File: config.mk
export PLATFORM = sky130hd
export DESIGN_NAME = alu_exec
export DESIGN_NICKNAME = d
export VERILOG_FILES = /design/src/rtl/alu_pkg.sv /design/src/rtl/alu_mul_iter.sv /design/src/rtl/alu_exec.sv
export SDC_FILE = /design/constraint.sdc
export NUM_CORES = 1
export LEC_CHECK = 0
export ABC_CLOCK_PERIOD_IN_PS = 6500
export CAP_MARGIN = 25
export CORE_ASPECT_RATIO = 1.1
export CORE_UTILIZATION = 40
export CTS_BUF_LIST = sky130_fd_sc_hd__clkbuf_16
export DETAILED_ROUTE_END_ITERATION = 8
export GPL_TIMING_DRIVEN = 0
export HOLD_SLACK_MARGIN = 0.02
export PLACE_DENSITY = 0.67
export SETUP_SLACK_MARGIN = 0.1
export SLEW_MARGIN = 0
export SYNTH_ARGS = -nofsm -noshare
export SYNTH_HDL_FRONTEND = slang
export SYNTH_SLANG_ARGS = --single-unit
File: constraint.sdc
create_clock -name clk -period 6.5 [get_ports clk]
set_input_delay 1.3 -clock clk [delete_from_list [all_inputs] [get_ports clk]]
set_output_delay 1.3 -clock clk [all_outputs]
set_load 0.01 [all_outputs]
File: src/rtl/alu_pkg.sv
`default_nettype none
// alu_pkg: operation codes and FSM state type shared by the execute-stage ALU.
// Rev 1.0
package alu_pkg;
  localparam logic [3:0] ALU_AND = 4'b0000;
  localparam logic [3:0] ALU_OR  = 4'b0001;
  localparam logic [3:0] ALU_ADD = 4'b0010;
  localparam logic [3:0] ALU_SUB = 4'b0110;
  localparam logic [3:0] ALU_MUL = 4'b0011;
  localparam logic [3:0] ALU_INV = 4'b1111;

  typedef enum logic [1:0] {
    IDLE = 2'd0,
    MUL  = 2'd1,
    HOLD = 2'd2
  } alu_state_t;
endpackage
`default_nettype wire

File: src/rtl/alu_mul_iter.sv
`default_nettype none
// alu_mul_iter: shift-add unsigned multiplier, one partial-product step per clock.
// Rev 1.0 -- only instantiated when ALU_MUL_EN is defined.
module alu_mul_iter #(
  parameter int WIDTH = 32
) (
  input  logic             clk,
  input  logic             rst_n,
  input  logic             start,
  input  logic [WIDTH-1:0] a,
  input  logic [WIDTH-1:0] b,
  output logic             busy,
  output logic             done,
  output logic [WIDTH-1:0] product_next,
  output logic [WIDTH-1:0] product
);
  localparam int CW = $clog2(WIDTH + 1);

  logic [WIDTH-1:0] mcand;
  logic [WIDTH-1:0] mplier;
  logic [CW-1:0]    count;

  assign busy = (count != '0);
  // done flags the final step so the caller can capture the finished product this cycle
  assign done = (count == CW'(1));
  assign product_next = product + (mplier[0] ? mcand : '0);

  always_ff @(posedge clk) begin
    if (!rst_n) begin
      mcand   <= '0;
      mplier  <= '0;
      product <= '0;
      count   <= '0;
    end else if (start) begin
      mcand   <= a;
      mplier  <= b;
      product <= '0;
      count   <= CW'(WIDTH);
    end else if (busy) begin
      product <= product_next;
      mcand   <= mcand << 1;
      mplier  <= mplier >> 1;
      count   <= count - 1'b1;
    end
  end
endmodule
`default_nettype wire

File: src/rtl/alu_exec.sv
`default_nettype none
// alu_exec: registered execute-stage ALU with valid/ready handshake on both sides.
// Rev 1.0 -- define ALU_MUL_EN to enable the iterative multiply on code 0011.
module alu_exec
  import alu_pkg::*;
#(
  parameter int WIDTH = 32
) (
  input  logic             clk,
  input  logic             rst_n,
  input  logic             in_valid,
  output logic             in_ready,
  input  logic [3:0]       alu_ctrl,
  input  logic [WIDTH-1:0] src_a,
  input  logic [WIDTH-1:0] src_b,
  output logic             out_valid,
  input  logic             out_ready,
  output logic [WIDTH-1:0] result,
  output logic             zero,
  output logic             illegal
);
  logic             slot_free;
  logic             deliver;
  logic             accept;
  logic [WIDTH-1:0] op_result;
  logic             op_illegal;

  // slot_free includes the draining case so a new result can replace the old one on the same edge
  assign slot_free = !out_valid || out_ready;
  assign deliver   = out_valid && out_ready;
  assign accept    = in_valid && in_ready;
  assign zero      = (result == '0);

  always_comb begin
    op_result  = '0;
    op_illegal = 1'b0;
    case (alu_ctrl)
      ALU_AND: op_result = src_a & src_b;
      ALU_OR:  op_result = src_a | src_b;
      ALU_ADD: op_result = src_a + src_b;
      ALU_SUB: op_result = src_a - src_b;
`ifdef ALU_MUL_EN
      ALU_MUL: op_result = '0;
`endif
      default: op_illegal = 1'b1;
    endcase
  end

`ifdef ALU_MUL_EN
  alu_state_t       state;
  logic             mul_start;
  logic             mul_busy;
  logic             mul_done;
  logic [WIDTH-1:0] mul_next;
  logic [WIDTH-1:0] mul_prod;

  assign in_ready  = (state == IDLE) && slot_free;
  assign mul_start = accept && (alu_ctrl == ALU_MUL);

  alu_mul_iter #(.WIDTH(WIDTH)) u_mul (
    .clk          (clk),
    .rst_n        (rst_n),
    .start        (mul_start),
    .a            (src_a),
    .b            (src_b),
    .busy         (mul_busy),
    .done         (mul_done),
    .product_next (mul_next),
    .product      (mul_prod)
  );

  always_ff @(posedge clk) begin
    if (!rst_n) begin
      state     <= IDLE;
      out_valid <= 1'b0;
      result    <= '0;
      illegal   <= 1'b0;
    end else begin
      if (deliver) out_valid <= 1'b0;
      case (state)
        IDLE: begin
          if (accept) begin
            if (mul_start) begin
              state <= MUL;
            end else begin
              out_valid <= 1'b1;
              result    <= op_result;
              illegal   <= op_illegal;
            end
          end
        end
        MUL: begin
          if (mul_done) begin
            if (slot_free) begin
              out_valid <= 1'b1;
              result    <= mul_next;
              illegal   <= 1'b0;
              state     <= IDLE;
            end else begin
              state <= HOLD;
            end
          end else if (!mul_busy) begin
            state <= IDLE;
          end
        end
        HOLD: begin
          // the multiplier register keeps the finished product until the slot frees up
          if (slot_free) begin
            out_valid <= 1'b1;
            result    <= mul_prod;
            illegal   <= 1'b0;
            state     <= IDLE;
          end
        end
        default: state <= IDLE;
      endcase
    end
  end
`else
  assign in_ready = slot_free;

  always_ff @(posedge clk) begin
    if (!rst_n) begin
      out_valid <= 1'b0;
      result    <= '0;
      illegal   <= 1'b0;
    end else begin
      if (deliver) out_valid <= 1'b0;
      if (accept) begin
        out_valid <= 1'b1;
        result    <= op_result;
        illegal   <= op_illegal;
      end
    end
  end
`endif
endmodule
`default_nettype wire

======== After elaboration in Yosys (flattened, before gate mapping) ========
Cells that the tools add are included.
W data, S select, Z words.
storage, ports and cells
  register bits ........................... 34
  input bits .............................. 72
  output and inout bits ................... 36
  logic and storage cells ................. 22
operators by class
  add/sub/neg operators ................... 2
  equality and inequality tests ........... 3
  mux-type cells .......................... 4
  bitwise logic cells ..................... 2
  reductions and logical operators ........ 8
operators by type and width
  kind                  number
  $pmux W32 S4          1
  $add A32 B32 Y32      1
  $and A32 B32 Y32      1
  $logic_not A32 Y1     1
  $or A32 B32 Y32       1
  $sub A32 B32 Y32      1
  $eq A4 B1 Y1 const B  1
  $eq A4 B2 Y1 const B  1
  $eq A4 B3 Y1 const B  1
  $logic_not A4 Y1      1
  $reduce_or A4 Y1      1
  $mux W1               3
  $logic_and A1 B1 Y1   2
  $reduce_bool A2 Y1    1
  $logic_not A1 Y1      1
  $logic_or A1 B1 Y1    1

======== Logic depth before layout (Yosys ltp) ========
Gate-level depths: netlist of the first run.
  depth in word-level cells ............... 4
  gate-level depth with buffers ........... 19
  depth with buffers taken out ............ 19

======== Least setup slack after synthesis of the first run ========
No wires, ideal clock.
  path kind ............................... input port to flip-flop
  start ................................... in src_b[8]
  end ..................................... reg result[30]
  library setup time ...................... 0.119 ns
  arrival ................................. 4.989 ns
  required time ........................... 6.381 ns
  path slack .............................. 1.392 ns
  stages .................................. 17
  buffers on the path ..................... 0
  path through ............................ or4_1 -> or2_4 -> nor3b_4 -> nand2_2 -> or3_4 -> o21ai_0 -> xor2_1 -> ha_1 -> inv_1 -> o21ai_0 -> a21o_1 -> a21o_1 -> a2111oi_0 -> nor3_1 -> a21oi_1 -> o21ai_1 -> o221a_2
on the way
  longest elaborated chain between the ends .. 2
  elaborated cells on any way between the ends .. 3
  classes of those cells .................. 2 x add/sub; 1 x mux
RTL lines
  element                                                      line                            source
  start, declared                                              alu_exec.sv:15                  input logic [WIDTH-1:0] src_b,
  $sub A32 B32 Y32 / $add A32 B32 Y32 (equally long branches)  alu_exec.sv:41, alu_exec.sv:40
  $pmux W32 S4 *                                               alu_exec.sv:37                  case (alu_ctrl)
  end signal, assigned                                         alu_exec.sv:131                 result <= op_result;
  end, declared                                                alu_exec.sv:18                  output logic [WIDTH-1:0] result,
Mark *: on every way between the ends. The rest lies on a longest branch, timed or not.
A chain may end at the register's enable or synchronous reset.

======== Final worst setup path of the first run ========
  start ................................... in alu_ctrl[0]
  end ..................................... reg result[31]
on the way
  longest elaborated chain between the ends .. 2
  elaborated cells on any way between the ends .. 5
  classes of those cells .................. 3 x eq/ne; 1 x mux; 1 x reduce/logical
RTL lines
  element                               line            source
  start, declared                       alu_exec.sv:13  input logic [3:0] alu_ctrl,
  $eq A4 B3 Y1 (tied with other cells)  alu_exec.sv:37
  $pmux W32 S4 *                        alu_exec.sv:37
Marked as above.

==> results of run 1 <==
[final cells by class]
cell class | instances | area share (%)
repair buffers | 108 | 18.51
plain buffers | 32 | 2.304
well taps | 143 | 3.079
multi-input cells | 506 | 61.08
clock buffers | 5 | 2.153
inverters | 17 | 1.098
flip-flops and latches | 34 | 11.71
clock inverters | 1 | 0.06459
[metrics by stage]
stage          util [%]  setup slack [ns]  setup TNS, ns  power [uW]
2_1_floorplan         -             1.392              0       520.7
3_3_place_gp      53.55           -0.5522         -5.334       684.0
3_5_place_dp      53.60           -0.2044        -0.9207       689.3
4_1_cts           54.83            0.2699              0       905.4
5_1_grt           54.89           0.09560              0       961.5
6_report          54.89            0.3374              0       911.1
[worst paths after layout]
path | start | endpoint | slack [ns] | cells after the start
min | illegal$_SDFFE_PN0P_ | illegal$_SDFFE_PN0P_ | 0.48 | 2
max reg2reg | out_valid$_SDFFE_PN0P_ | result[1]$_SDFFE_PN0P_ | 4.69 | 6
min reg2reg | illegal$_SDFFE_PN0P_ | illegal$_SDFFE_PN0P_ | 0.48 | 2
max | alu_ctrl[0] | result[31]$_SDFFE_PN0P_ | 0.34 | 18
[synth_stat cells (4+ instances only)]
cell,instances
o21ai_0,51
nand2b_1,15
clkbuf_1,24
nand2_1,41
nor3_1,10
a21boi_0,8
nand3_1,13
a21oi_1,56
o31ai_1,6
dfxtp_1,34
a22oi_1,13
nor3b_1,10
mux2i_1,5
o211ai_1,8
maj3_1,27
inv_1,17
nor2_1,43
and3_1,4
a31oi_1,8
a221oi_1,7
ha_1,34
a21o_1,15
buf_1,4
xor2_1,26
xnor2_1,24
nand4_1,4
or3_1,4
nor4_1,11
[report_power, final]
| group | switching (uW) | internal (uW) | leakage (uW) |
|---|---|---|---|
| Clock | 80.9 | 136 | 0.0000632 |
| Sequential | 15.7 | 225 | 0.000281 |
| Combinational | 243 | 210 | 0.00190 |
| Total | 340 | 571 | 0.00225 |
[state kept, by name, summed over array words and instances (netlist names)]
name	flops
result	32
illegal	1
out_valid	1
[cell families after synthesis]
kind of cell / after synthesis / synth area share [%]
xor gates and xnor gates: 51 / 10.27
muxes: 6 / 1.387
adders and majority gates: 62 / 16.19
buffers and inverters: 49 / 4.415
and+or+nand+nor: 175 / 20.55
DFF: 34 / 15.40
AOI/OAI and AO/OA: 212 / 31.79
[repair_timing]
| action | in CTS | in global routing |
|---|---|---|
| resized for setup | 1 | 3 |
| setup endpoints to repair | 4 | 6 |
| pin swaps | 0 | 0 |
[layout by cell type, fill, tap and decap left out, types with 8 or more instances in the layout]
| cell | count |
|---|---|
| maj3_1 | 27 |
| nor3_1 | 10 |
| clkdlybuf4s50_1 | 107 |
| nand3_1 | 13 |
| o21ai_0 | 51 |
| a21o_1 | 15 |
| a21oi_1 | 56 |
| xor2_1 | 26 |
| ha_1 | 34 |
| nor2_1 | 43 |
| clkbuf_1 | 22 |
| nor4_1 | 11 |
| xnor2_1 | 24 |
| a22oi_1 | 13 |
| a31oi_1 | 8 |
| nand2b_1 | 15 |
| inv_1 | 17 |
| dfxtp_1 | 34 |
| nor3b_1 | 9 |
| o211ai_1 | 8 |
| nand2_1 | 41 |
| a21boi_0 | 8 |
[worst max-delay path: stages]
cell	delay (ns)
clkdlybuf4s50_1	0.49
clkbuf_1	0.52
nor3b_2	0.16
buf_2	0.21
nand2_1	0.09
clkbuf_1	0.63
o41ai_1	0.22
xor2_1	0.19
ha_1	0.34
nand4_1	0.16
nor2_1	0.07
a21oi_1	0.42
o2111ai_1	0.25
o31a_1	0.34
and4_1	0.25
a2111oi_4	0.35
xnor2_1	0.18
a31oi_1	0.11
[routing by layer]
metal  wire [um]  up-vias  part of all wire (%)
li1            -     2437                     -
met4         501        0                   3.1
met3        1111       40                   7.0
met2        7539      216                    47
met5           0        -                     0
met1        6782     2358                    43
==> summary.md, run 1 <==
| Metric | Value |
|---|---|
| Hold crit path type | reg2reg |
| Share of post-route cells with drive strength above 1 | 4.552% |
| Distinct cells, synth | 69 |
| # rows | 39 |
| Minimum clock period | 6.163 ns |
| Synth-to-Final Area Change | 31.47% |
| Overflow left after global routing | 0 |
| Area of the multi-input gates | 0.003550 mm^2 |
| Worst Setup Start Kind | input pin |
| DP Area | 0.005675 mm^2 |
| CTS Root Cell | clkbuf_16 |
| CTS tree | done |
| Worst-margin pin slew | 0.8285 ns |
| CTS clk-pin slew, worst paths | 0.05 ns |
| Synth warn | 0 |
| Flip-flop and latch area | 680.7 um^2 |
| Asr flop ratio synth | 0% |
| I/O Pins | 108 |
| Final period util | 94.81% |
| Synth Flop Type | dfxtp_1 |
| Initial drt markers | 247 |
| Outcome | finished, final reports clean |
| Flops & latches, synth | 34 |
| Leak | 0.002248 uW |
| Post-Syn Area | 0.004420 mm^2 |
| Final wirelength | 15940 um |
| Sequential area share after synthesis | 15.40% |
| H-tree depth | 2 |
| CTS Hold Buffers Added | 0 |
| Placed cell count | 840 |
| Crit-path max FO | 10 |
| Post-DR vias/cell | 5.970 |
| CTS buffer count | 5 |
| Die area | 0.01148 mm^2 |
| Slew Viols, Final | 0 |
| Non-filler cells, final | 846 |
| Final Instance Area | 0.005812 mm^2 |
| RSZ-0062 raised after global routing | true |
| Fillers | 1060 |
| Mapped Nets | 696 |
| Synth area leaders | dfxtp_1, ha_1, a21oi_1 |
| Clk sinks | 34 |
| GRT met2 Usage | 46.31% |
| Yosys top cell by area | dfxtp_1 |
| Highest Clock Rate | 162.3 MHz |
| Vias in the first global route | 4713 |
| Core outline area | 0.01059 mm^2 |
| CTS max path bufs | 2 |
| M3 GR Usage | 4.047% |
| CP required | 6.63 ns |
| Clk_lat worst skew | 0.27 ns |
| Setup crit end kind | flop |
| Antenna diodes | 0 |
| Post-synth EDFFs | 0 |
| Dpl hpwl | 12630 um |
| Antenna violations before repair | 0 |
| Wirelength per Cell | 18.84 um |
| WHS | 0.4781 ns |
| Drt pass-1 iters | 7 |
| Total track usage | 27.40% |
| Arrival time worst endpoint | 6.29 ns |
| Most Used Layer, Global Route | met2 |
| First-pass GRT wire length | 24020 um |
| Final setup skew | 0.002834 ns |
| Total number of vias | 5051 |
| RePlAce Congestion | 0.9478 |
| Max Cap Viol | 0 |
| Final antenna-violating net count | 0 |
| Final #Nets | 811 |
| Largest net degree at the start of global routing | 11 |
| Die height | 112.3 um |
| GR Util met1 | 34.72% |
| Port buffer count | 107 |
| Slew HR | 44.77% |
| Synthesized area per cell | 7.505 um^2 |
| Hold Fails Final Rpt | 0 |
| Die span in x | 102.2 um |
| Starting Density | 41.75% |
| Kind of critical path | in2reg |
| Top-area cell type share of the netlist area | 15.40% |
| VDD IR max | 0.1089 mV |
| PD cells | 156.8 mW/mm^2 |
| DRC viols | 0 |
| Setup Buffers After CTS | 0 |
| # setup viols final | 0 |
| Syn Inst Count | 589 |
No activity file was read; power rests on OpenSTA's default activity.
==> inputs of run 2 (changes only) <==
--- a/config.mk
+++ b/config.mk
@@ -12,7 +12,6 @@
 export CTS_BUF_LIST = sky130_fd_sc_hd__clkbuf_16
 export DETAILED_ROUTE_END_ITERATION = 8
 export GPL_TIMING_DRIVEN = 0
-export HOLD_SLACK_MARGIN = 0.02
 export PLACE_DENSITY = 0.67
 export SETUP_SLACK_MARGIN = 0.1
 export SLEW_MARGIN = 0
==> results of run 2 <==
No change in the layout: final DEF, timing and power equal those of run 1.
==> inputs of run 3 (changes only) <==
==> constraint.sdc (replaced) <==
create_clock -name clk -period 6.5 [get_ports clk]
set_input_delay 0.65 -clock clk [delete_from_list [all_inputs] [get_ports clk]]
set_output_delay 0.65 -clock clk [all_outputs]
set_load 0.01 [all_outputs]
==> summary.md, run 3 (synthesis gave the netlist of run 1 again) <==
| Metric | Value |
|---|---|
| Most common cell after layout, fill and taps aside | clkdlybuf4s50_1 (unchanged) |
| Antenna diodes | 0 (unchanged) |
| First-pass GRT wire length | 24020 um (unchanged) |
| Largest registers | result x32, illegal x1, out_valid x1 (unchanged) |
| Most frequent cells in the layout | clkdlybuf4s50_1, a21oi_1, o21ai_0 (unchanged) |
| Dpl hpwl | 12630 um (unchanged) |
| CP required | 6.72 ns (was 6.63 ns) |
| # setup viols final | 0 (unchanged) |
| Share of post-route cells with drive strength above 1 | 4.125% (was 4.552%) |
| Wirelength per Cell | 18.80 um (was 18.84 um) |
| Total number of vias | 5059 (was 5051) |
| Worst-margin pin slew | 0.8577 ns (was 0.8285 ns) |
| CTS clk-pin slew, worst paths | 0.05 ns (about the same) |
| RSZ-0062 raised after global routing | false (was true) |
| CTS tree | done (unchanged) |
| Overflow left after global routing | 0 (unchanged) |
| Largest net degree at the start of global routing | 11 (unchanged) |
| Core outline area | 0.01059 mm^2 (unchanged) |
| CTS Hold Buffers Added | 0 (unchanged) |
| Kind of critical path | in2reg (unchanged) |
| Final wirelength | 15900 um (was 15940 um) |
| GRT met2 Usage | 46.31% (unchanged) |
| Post-DR vias/cell | 5.980 (was 5.970) |
| Minimum clock period | 5.883 ns (was 6.163 ns) |
| Final antenna-violating net count | 0 (unchanged) |
| Die span in x | 102.2 um (unchanged) |
| Crit path max-delay family | compound AO/OA/AOI/OAI gates (was buffers and inverters) |
| Setup_tns | 0 ns (unchanged) |
| Worst Setup Start Kind | input pin (unchanged) |
| Most Used Layer, Global Route | met2 (unchanged) |
| Clk sinks | 34 (unchanged) |
| Hold Fails Final Rpt | 0 (unchanged) |
| CTS Root Cell | clkbuf_16 (unchanged) |
| Hold crit path type | reg2reg (unchanged) |
| Biggest register | result (unchanged) |
| CTS buffer count | 5 (unchanged) |
| Clk_lat worst skew | 0.28 ns (was 0.27 ns) |
| Combinational Power Share | 49.7% (was 49.8%) |
| Switching power | 340.9 uW (was 340.1 uW) |
| Initial drt markers | 285 (was 247) |
| Worst path slowest cell | clkbuf_1 (unchanged) |
| Outcome | finished, final reports clean (unchanged) |
| Utilization after layout | 54.82% (was 54.89%) |
| CTS max path bufs | 2 (unchanged) |
| Arrival time worst endpoint | 6.10 ns (was 6.29 ns) |
| Switch share | 37.39% (was 37.32%) |
| Total track usage | 27.40% (unchanged) |
| Final #Nets | 811 (unchanged) |
| VDD IR max | 0.1093 mV (was 0.1089 mV) |
| Drt pass-1 iters | 5 (was 7) |
| PD cells | 157.1 mW/mm^2 (was 156.8 mW/mm^2) |
| Crit-path max FO | 10 (unchanged) |
| CP Cell Sequence | clkdlybuf4s50_1, clkbuf_1, nor3b_1, buf_2, and2_1, clkbuf_1, nor2_1, xnor2_1, ha_1, nor2b_1, o21ai_0, a21boi_0, o31ai_1, nand2_1, a21boi_0, o21ai_0, a211oi_1, o211a_1 (was clkdlybuf4s50_1, clkbuf_1, nor3b_2, buf_2, nand2_1, clkbuf_1, o41ai_1, xor2_1, ha_1, nand4_1, nor2_1, a21oi_1, o2111ai_1, o31a_1, and4_1, a2111oi_4, xnor2_1, a31oi_1) |
| Sequential power share | 26.4% (about the same) |
| Final setup skew | 0.002742 ns (was 0.002834 ns) |
| Fillers | 1061 (was 1060) |
| Post-cts sizing count | 0 (was 1) |
| RePlAce Congestion | 0.9478 (unchanged) |
| H-tree depth | 2 (unchanged) |
| Synth-to-Final Area Change | 31.30% (was 31.47%) |
| Highest Clock Rate | 170.0 MHz (was 162.3 MHz) |
| Starting Density | 41.75% (unchanged) |
| Vias in the first global route | 4713 (unchanged) |
| M3 GR Usage | 4.047% (unchanged) |
| Clock power share | 23.9% (was 23.8%) |
| Setup Buffers After CTS | 0 (unchanged) |
| Slew HR | 42.82% (was 44.77%) |
| CP peak stage delay | 0.60 ns (was 0.63 ns) |
| CP Buf/Inv Count | 4 (unchanged) |
| Die height | 112.3 um (unchanged) |
| # rows | 39 (unchanged) |
| Max Cap Viol | 0 (unchanged) |
| Slew Viols, Final | 0 (unchanged) |
| GR Util met1 | 34.72% (unchanged) |
| Leak | 0.002240 uW (was 0.002248 uW) |
| Antenna violations before repair | 0 (unchanged) |
| Die area | 0.01148 mm^2 (unchanged) |
| DRC viols | 0 (unchanged) |
| Max reg flops | 32 (unchanged) |
| Final period util | 90.51% (was 94.81%) |
| Setup crit end kind | flop (unchanged) |
| Port buffer count | 107 (unchanged) |
| I/O Pins | 108 (unchanged) |
| Internal power | 570.9 uW (was 571.0 uW) |
## run 3: cell types whose count changed in the layout (fill, tap and decap cells not counted)
cell	change
clkbuf_2	-2
nor3b_1	+1
clkbuf_1	+2
nor3b_2	-1
## run 3: metal layers
layer	share of wire [%]	vias to the layer above
li1	-	2434
met1	43	2368
met2	47	214
met3	6.6	43
met4	3.5	0
met5	0	-
## run 3: per-stage QoR
| stage | instances | hold slack (ns) | setup WS (ns) | power, uW | instance area (um^2) |
|---|---|---|---|---|---|
| CTS | 846 | 0.4758 | 0.6600 | 905.4 | 5804 |
| finish | 846 | 0.4766 | 0.6170 | 911.8 | 5804 |
| global placement | 839 | 0.4541 | 0.09781 | 684.0 | 5670 |
| detailed placement | 840 | 0.4706 | 0.4456 | 689.3 | 5675 |
| global route | 846 | 0.5190 | 0.3318 | 961.2 | 5804 |
| floorplan | 589 | 0.4852 | 2.042 | 520.7 | 4420 |
## run 3: cell type report
cell class              count  area [um^2]  share of cell area (%)
well taps                 143        178.9                   3.083
plain buffers              32        131.4                   2.263
clock buffers               5        125.1                   2.156
repair buffers            108         1076                   18.54
inverters                  17        63.81                   1.099
clock inverters             1        3.754                 0.06467
multi-input cells         506         3545                   61.07
flip-flops and latches     34        680.7                   11.73
## run 3: worst paths after layout
check / from / end / slack, ns / depth (start not counted)
worst max-delay path: alu_ctrl[0] / result[28]$_SDFFE_PN0P_ / 0.62 / 18
worst min register to register: illegal$_SDFFE_PN0P_ / illegal$_SDFFE_PN0P_ / 0.48 / 2
worst max register to register: out_valid$_SDFFE_PN0P_ / result[1]$_SDFFE_PN0P_ / 4.67 / 6
worst min-delay path: illegal$_SDFFE_PN0P_ / illegal$_SDFFE_PN0P_ / 0.48 / 2
## run 3: power by group through the flow
stage | combinational, uW | sequential [uW] | clock, uW
6_report | 453 | 241 | 218
5_1_grt | 493 | 242 | 227
4_1_cts | 448 | 240 | 217
3_5_place_dp | 445 | 244 | 0
3_3_place_gp | 440 | 244 | 0
2_1_floorplan | 274 | 246 | 0
## run 3: tightest hold or removal path, delay by kind of cell (launching register included)
family | cells | cell delay, ns
DFF | 1 | 0.31
AOI/OAI and AO/OA | 1 | 0.07
and+or+nand+nor | 1 | 0.05
